<file path="config.mk">
export PLATFORM = sky130hd
export DESIGN_NAME = ram_seq_ctrl
export DESIGN_NICKNAME = d
export VERILOG_FILES = /design/src/rtl/ram_seq_ctrl.sv
export SDC_FILE = /design/constraint.sdc
export NUM_CORES = 1
export LEC_CHECK = 0
export ABC_AREA = 0
export BUFFER_PORTS_ARGS = -buffer_cell sky130_fd_sc_hd__buf_4
export CAP_MARGIN = 10
export CORE_MARGIN = 8
export CORE_UTILIZATION = 43
export DETAILED_ROUTE_END_ITERATION = 7
export GPL_TIMING_DRIVEN = 0
export PLACE_DENSITY = 0.84
export SLEW_MARGIN = 5
export SYNTH_ARGS = -nofsm -noshare
export SYNTH_HDL_FRONTEND = slang
export SYNTH_SLANG_ARGS = --single-unit
</file>
<file path="constraint.sdc">
create_clock -name clk -period 1.3 [get_ports clk]
set_input_delay 0.26 -clock clk [delete_from_list [all_inputs] [get_ports clk]]
set_output_delay 0.26 -clock clk [all_outputs]
set_load 0.05 [all_outputs]
</file>
<file path="src/rtl/ram_seq_ctrl.sv">
// ram_seq_ctrl: sequencer that drives a small single-port RAM (DEPTH = 2**ADDR_W
// words of DATA_W bits). The RAM works as a circular FIFO buffer. Clients use a
// req/ack handshake to write into it or read out of it.
//
// Handshake: wr_req/rd_req are levels that the client holds until the matching
// one-cycle ack pulse. A request is sampled only in IDLE. rd_valid pulses
// for one cycle when rd_data has been updated.
//
// Ports:
//   clk, clr            clock (rising edge), synchronous active-high reset
//   wr_req, wr_data     client write request / data;  wr_ack  write accepted
//   rd_req              client read request;          rd_ack  read accepted
//   rd_data, rd_valid   registered read result and its update pulse
//   busy                FSM not in IDLE
//   full, empty, count  occupancy, derived from the registered count
//   ram_rw, ram_addr, ram_clr, ram_wdata, ram_rdata   RAM-side interface
//   err_ovf, err_udf    sticky error flags. These are real registers only when
//                       RAM_SEQ_CTRL_ERR_EN is defined; otherwise they are tied to 0.
module ram_seq_ctrl #(
  parameter int DATA_W = 8,
  parameter int ADDR_W = 1
) (
  input  logic              clk,
  input  logic              clr,
  input  logic              wr_req,
  input  logic [DATA_W-1:0] wr_data,
  output logic              wr_ack,
  input  logic              rd_req,
  output logic              rd_ack,
  output logic [DATA_W-1:0] rd_data,
  output logic              rd_valid,
  output logic              busy,
  output logic              full,
  output logic              empty,
  output logic [ADDR_W:0]   count,
  output logic              ram_rw,
  output logic [ADDR_W-1:0] ram_addr,
  output logic              ram_clr,
  output logic [DATA_W-1:0] ram_wdata,
  input  logic [DATA_W-1:0] ram_rdata,
  output logic              err_ovf,
  output logic              err_udf
);

  localparam logic [ADDR_W:0]   DEPTH_CNT = {1'b1, {ADDR_W{1'b0}}};
  localparam logic [ADDR_W:0]   CNT_ONE   = (ADDR_W+1)'(1);
  localparam logic [ADDR_W-1:0] PTR_ONE   = ADDR_W'(1);

  typedef enum logic [1:0] {IDLE, WRITE, READ} state_t;

  state_t              state, state_nx;
  logic                accept_wr, accept_rd;
  logic [ADDR_W-1:0]   wr_ptr, rd_ptr;
  logic [ADDR_W:0]     count_q;
  logic [DATA_W-1:0]   wdata_q;

  assign count     = count_q;
  assign full      = (count_q == DEPTH_CNT);
  assign empty     = (count_q == '0);
  assign busy      = (state != IDLE);
  assign ram_clr   = clr;
  // Gating with clr makes sure no RAM write happens on a reset edge, even mid-WRITE.
  assign ram_rw    = (state == WRITE) & ~clr;
  assign ram_addr  = (state == WRITE) ? wr_ptr : rd_ptr;
  assign ram_wdata = wdata_q;

  // Next-state logic and arbitration. A read wins over a write when both are eligible.
  // The losing request stays pending and is arbitrated again when the FSM returns to IDLE.
  always_comb begin
    state_nx  = state;
    accept_wr = 1'b0;
    accept_rd = 1'b0;
    case (state)
      IDLE: begin
        if (rd_req && !empty) begin
          accept_rd = 1'b1;
          state_nx  = READ;
        end else if (wr_req && !full) begin
          accept_wr = 1'b1;
          state_nx  = WRITE;
        end
      end
      WRITE:   state_nx = IDLE;
      READ:    state_nx = IDLE;
      default: state_nx = IDLE;
    endcase
  end

  always_ff @(posedge clk) begin
    if (clr) state <= IDLE;
    else     state <= state_nx;
  end

  always_ff @(posedge clk) begin
    if (clr) begin
      wr_ptr   <= '0;
      rd_ptr   <= '0;
      count_q  <= '0;
      wdata_q  <= '0;
      rd_data  <= '0;
      rd_valid <= 1'b0;
      wr_ack   <= 1'b0;
      rd_ack   <= 1'b0;
    end else begin
      // Each ack is set by the accepting edge, so it is high during the WRITE or READ cycle.
      wr_ack   <= accept_wr;
      rd_ack   <= accept_rd;
      rd_valid <= (state == READ);
      if (accept_wr) wdata_q <= wr_data;
      if (state == WRITE) begin
        wr_ptr  <= wr_ptr + PTR_ONE;
        count_q <= count_q + CNT_ONE;
      end
      if (state == READ) begin
        rd_data <= ram_rdata;
        rd_ptr  <= rd_ptr + PTR_ONE;
        count_q <= count_q - CNT_ONE;
      end
    end
  end

`ifdef RAM_SEQ_CTRL_ERR_EN
  logic ovf_q, udf_q;

  // The flags are sticky: once set, they stay set until clr.
  always_ff @(posedge clk) begin
    if (clr) begin
      ovf_q <= 1'b0;
      udf_q <= 1'b0;
    end else begin
      if (state == IDLE && wr_req && full)  ovf_q <= 1'b1;
      if (state == IDLE && rd_req && empty) udf_q <= 1'b1;
    end
  end

  assign err_ovf = ovf_q;
  assign err_udf = udf_q;
`else
  assign err_ovf = 1'b0;
  assign err_udf = 1'b0;
`endif

endmodule

</file>
==> impl_metrics.csv <==
group,metric,value,unit
synth,syn_area,1087,µm²
placed_design,post_dp_cell_area,1498,µm²
die,io_pins,49,
synth,synth_seq_area_share,0.4603,
synth,synthFlopType,"dfxtp_1",
drt,drtIter0Drc,18,
clocking,ctsHtreeMaxLevel,1,
worst_setup_path,worst_setup_path_start_kind,"register",
timing,rsz0062_at_grt,"yes",
timing,fmax,0.6245,GHz
timing,post-route-period-util,1.232,
synth,ys_ff_latch,25,
grt,grt_use_total,0.1231,
die,rows,18,
timing,setup-violations-final,12,
outcome,violations,"setup timing",
finish,layout_common_cells,"50 x buf_4, 21 x dfxtp_1, 18 x nand2b_1, 16 x mux2i_1, 14 x nor2_1",
timing,period_needed,1.601,ns
die,core_region_area,2432,µm²
die,start_util,0.4470,
outcome,status,"complete, but fails checks",
power_and_ir_drop,ir_drop,1300,µV
finish,drive_above_1_share,0.4702,
synth,synth_edf_count,0,
synth,ys_types,26,
power_and_ir_drop,p_leak,0.7454,nW
drt,drtAntennaViolNets,0,
clocking,cts_buffers,3,
drt,wire_per_inst,13.96,µm
die,die_h,66.29,µm
drt,routed_via_density,4.596,
clocking,worstSkewPairLatency,0.31,ns
grt,grt_max_degree,15,
finish,final_common_cell,"buf_4",
die,die_w,66.29,µm
synth,synthCells,110,
synth,ys.warnings.count,0,
grt,grt_overflow,0,
finish,syn2layout_area_growth,53.85,%
timing,hold_viol,0,
drt,via_count,910,
synth,synth.avg_cell_area,9.884,µm²
clocking,ctsRootBufferMaster,"clkbuf_4",
worst_setup_path,crit_arrival,1.34,ns
finish,antenna_cells,0,
finish,fin_nets,192,
placed_design,port_buffers,46,
power_and_ir_drop,p_per_area,1839,nW/µm²
clocking,clkTransAtPathRegs,0.13,ns
min_path,min_path_type,"primary input to register",
placed_design,dp_hpwl,2.024,mm
min_path,hold_start,"ram_rdata[7]",
worst_setup_path,critPathMaxFanout,2,
worst_setup_path,path_class,"register to output pin",
grt,grt_pass1_wl,4.298,mm
drt,drc,0,
run,maxCapViolations,0,
timing,maxSlewViolCount,0,
clocking,cts.sinks,25,
timing,fin_skew,0.002303,ns
worst_setup_path,crit_path_end_kind,"output pin",
finish,design_area,1673,µm²
timing,setup_slack,-0.3013,ns
grt,grt_pass1_vias,949,
placed_design,globalplace.congestion,0.7927,
synth,postSynth.asyncResetShare,0,
worst_setup_path,worstPathRequired,1.04,ns
drt,wirelength,2.764,mm
worst_setup_path,r2r-start,"state[1]$_SDFFE_PP0P_",
timing,whs,0.1789,ns
clocking,tritoncts,"built",
worst_setup_path,cp-startpoint,"state[1]$_SDFFE_PP0P_",
die,die_area,4394,µm²
drt,dr.pass1.iters,2,
grt,antenna_found_initial,0,
clocking,cts_buffer_depth,2,
timing repair:
action	4_1_cts	5_1_grt
endpoints found under the setup margin	16	21
setup buffers	5	5
hold buffers	0	0
resized for setup	17	9
pin swaps	1	4
kinds of logic (layout without fill, tap and decap cells):
| logic type | count (synthesis) | after routing | share of synthesized area |
|---|---|---|---|
| and+or+nand+nor | 42 | 42 | 0.2175 |
| DFF | 25 | 25 | 0.4603 |
| muxes | 17 | 17 | 0.1576 |
| buffers and inverters | 12 | 69 | 0.06214 |
| AOI/OAI and AO/OA | 6 | 6 | 0.03222 |
| xor gates and xnor gates | 4 | 4 | 0.03223 |
| adders and majority gates | 3 | 3 | 0.03453 |
| other | 1 | 2 | 0.003449 |
routing by layer:
metal	track usage	share of wire	up-vias
met5	0	0	-
met4	0.06667	0.0098	0
met3	0.02203	0.053	2
met2	0.2292	0.54	20
met1	0.1256	0.39	420
li1	-	-	468
through the flow:
step	utilization	instances	setup TNS, ns	power [mW]	worst slack [ns]
2_1_floorplan	-	111	-1.157	2.099	-0.1447
3_3_place_gp	0.6157	187	-0.09229	2.462	-0.09229
3_5_place_dp	0.6157	187	-0.1176	2.497	-0.09885
4_1_cts	0.6626	195	-1.325	2.967	-0.3053
5_1_grt	0.6878	198	-2.918	3.212	-0.3421
6_report	0.6878	198	-2.169	3.077	-0.3013
critical path, stage by stage, from the launching register on:
cell and delay (ns):
dfxtp_2 0.36, inv_2 0.05, ha_4 0.16, mux2_4 0.30, buf_8 0.15
cell type report:
cell class              count  area, µm²
fillers                   183      759.5
multi-input cells          74      581.8
flip-flops and latches     25      510.5
repair buffers             54      446.7
plain buffers               8      57.56
well taps                  30      37.54
clock buffers               3      22.52
inverters                   3      11.26
clock inverters             1      5.005
worst paths after layout:
| check | end | slack [ns] | depth (start not counted) |
|---|---|---|---|
| setup reg to reg | ram_wdata[7]$_SDFFE_PP0P_ | -0.18 | 8 |
| hold / removal | rd_data[7]$_SDFFE_PP0N_ | 0.18 | 3 |
| hold reg to reg | ram_wdata[5]$_SDFFE_PP0P_ | 0.49 | 2 |
| setup / recovery | ram_addr | -0.30 | 4 |
synth_stat cells, types with 2 or more instances:
cell	number	area (µm²)
ha_1	3	37.54
a21oi_1	2	10.01
mux2i_1	16	160.2
nand2b_1	18	112.6
buf_4	3	22.52
inv_1	3	11.26
buf_2	3	15.01
nor2_1	15	56.30
clkbuf_1	2	7.510
nor2b_1	3	18.77
dfxtp_1	25	500.5
xnor2_1	3	26.28
state kept, by name, indices dropped and copies added (netlist names):
name / cells
rd_valid: 1
rd_ptr: 1
ram_wdata: 8
wr_ptr: 1
rd_ack: 1
wr_ack: 1
count: 2
rd_data: 8
state: 2
power breakdown:
part / leakage, nW / switching, mW / total (mW) / internal, mW
Sequential: 0.206 / 0.119 / 1.04 / 0.920
Clock: 0.0177 / 0.224 / 0.339 / 0.115
Combinational: 0.522 / 0.989 / 1.70 / 0.710
Power figures use the tool's default switching activity.
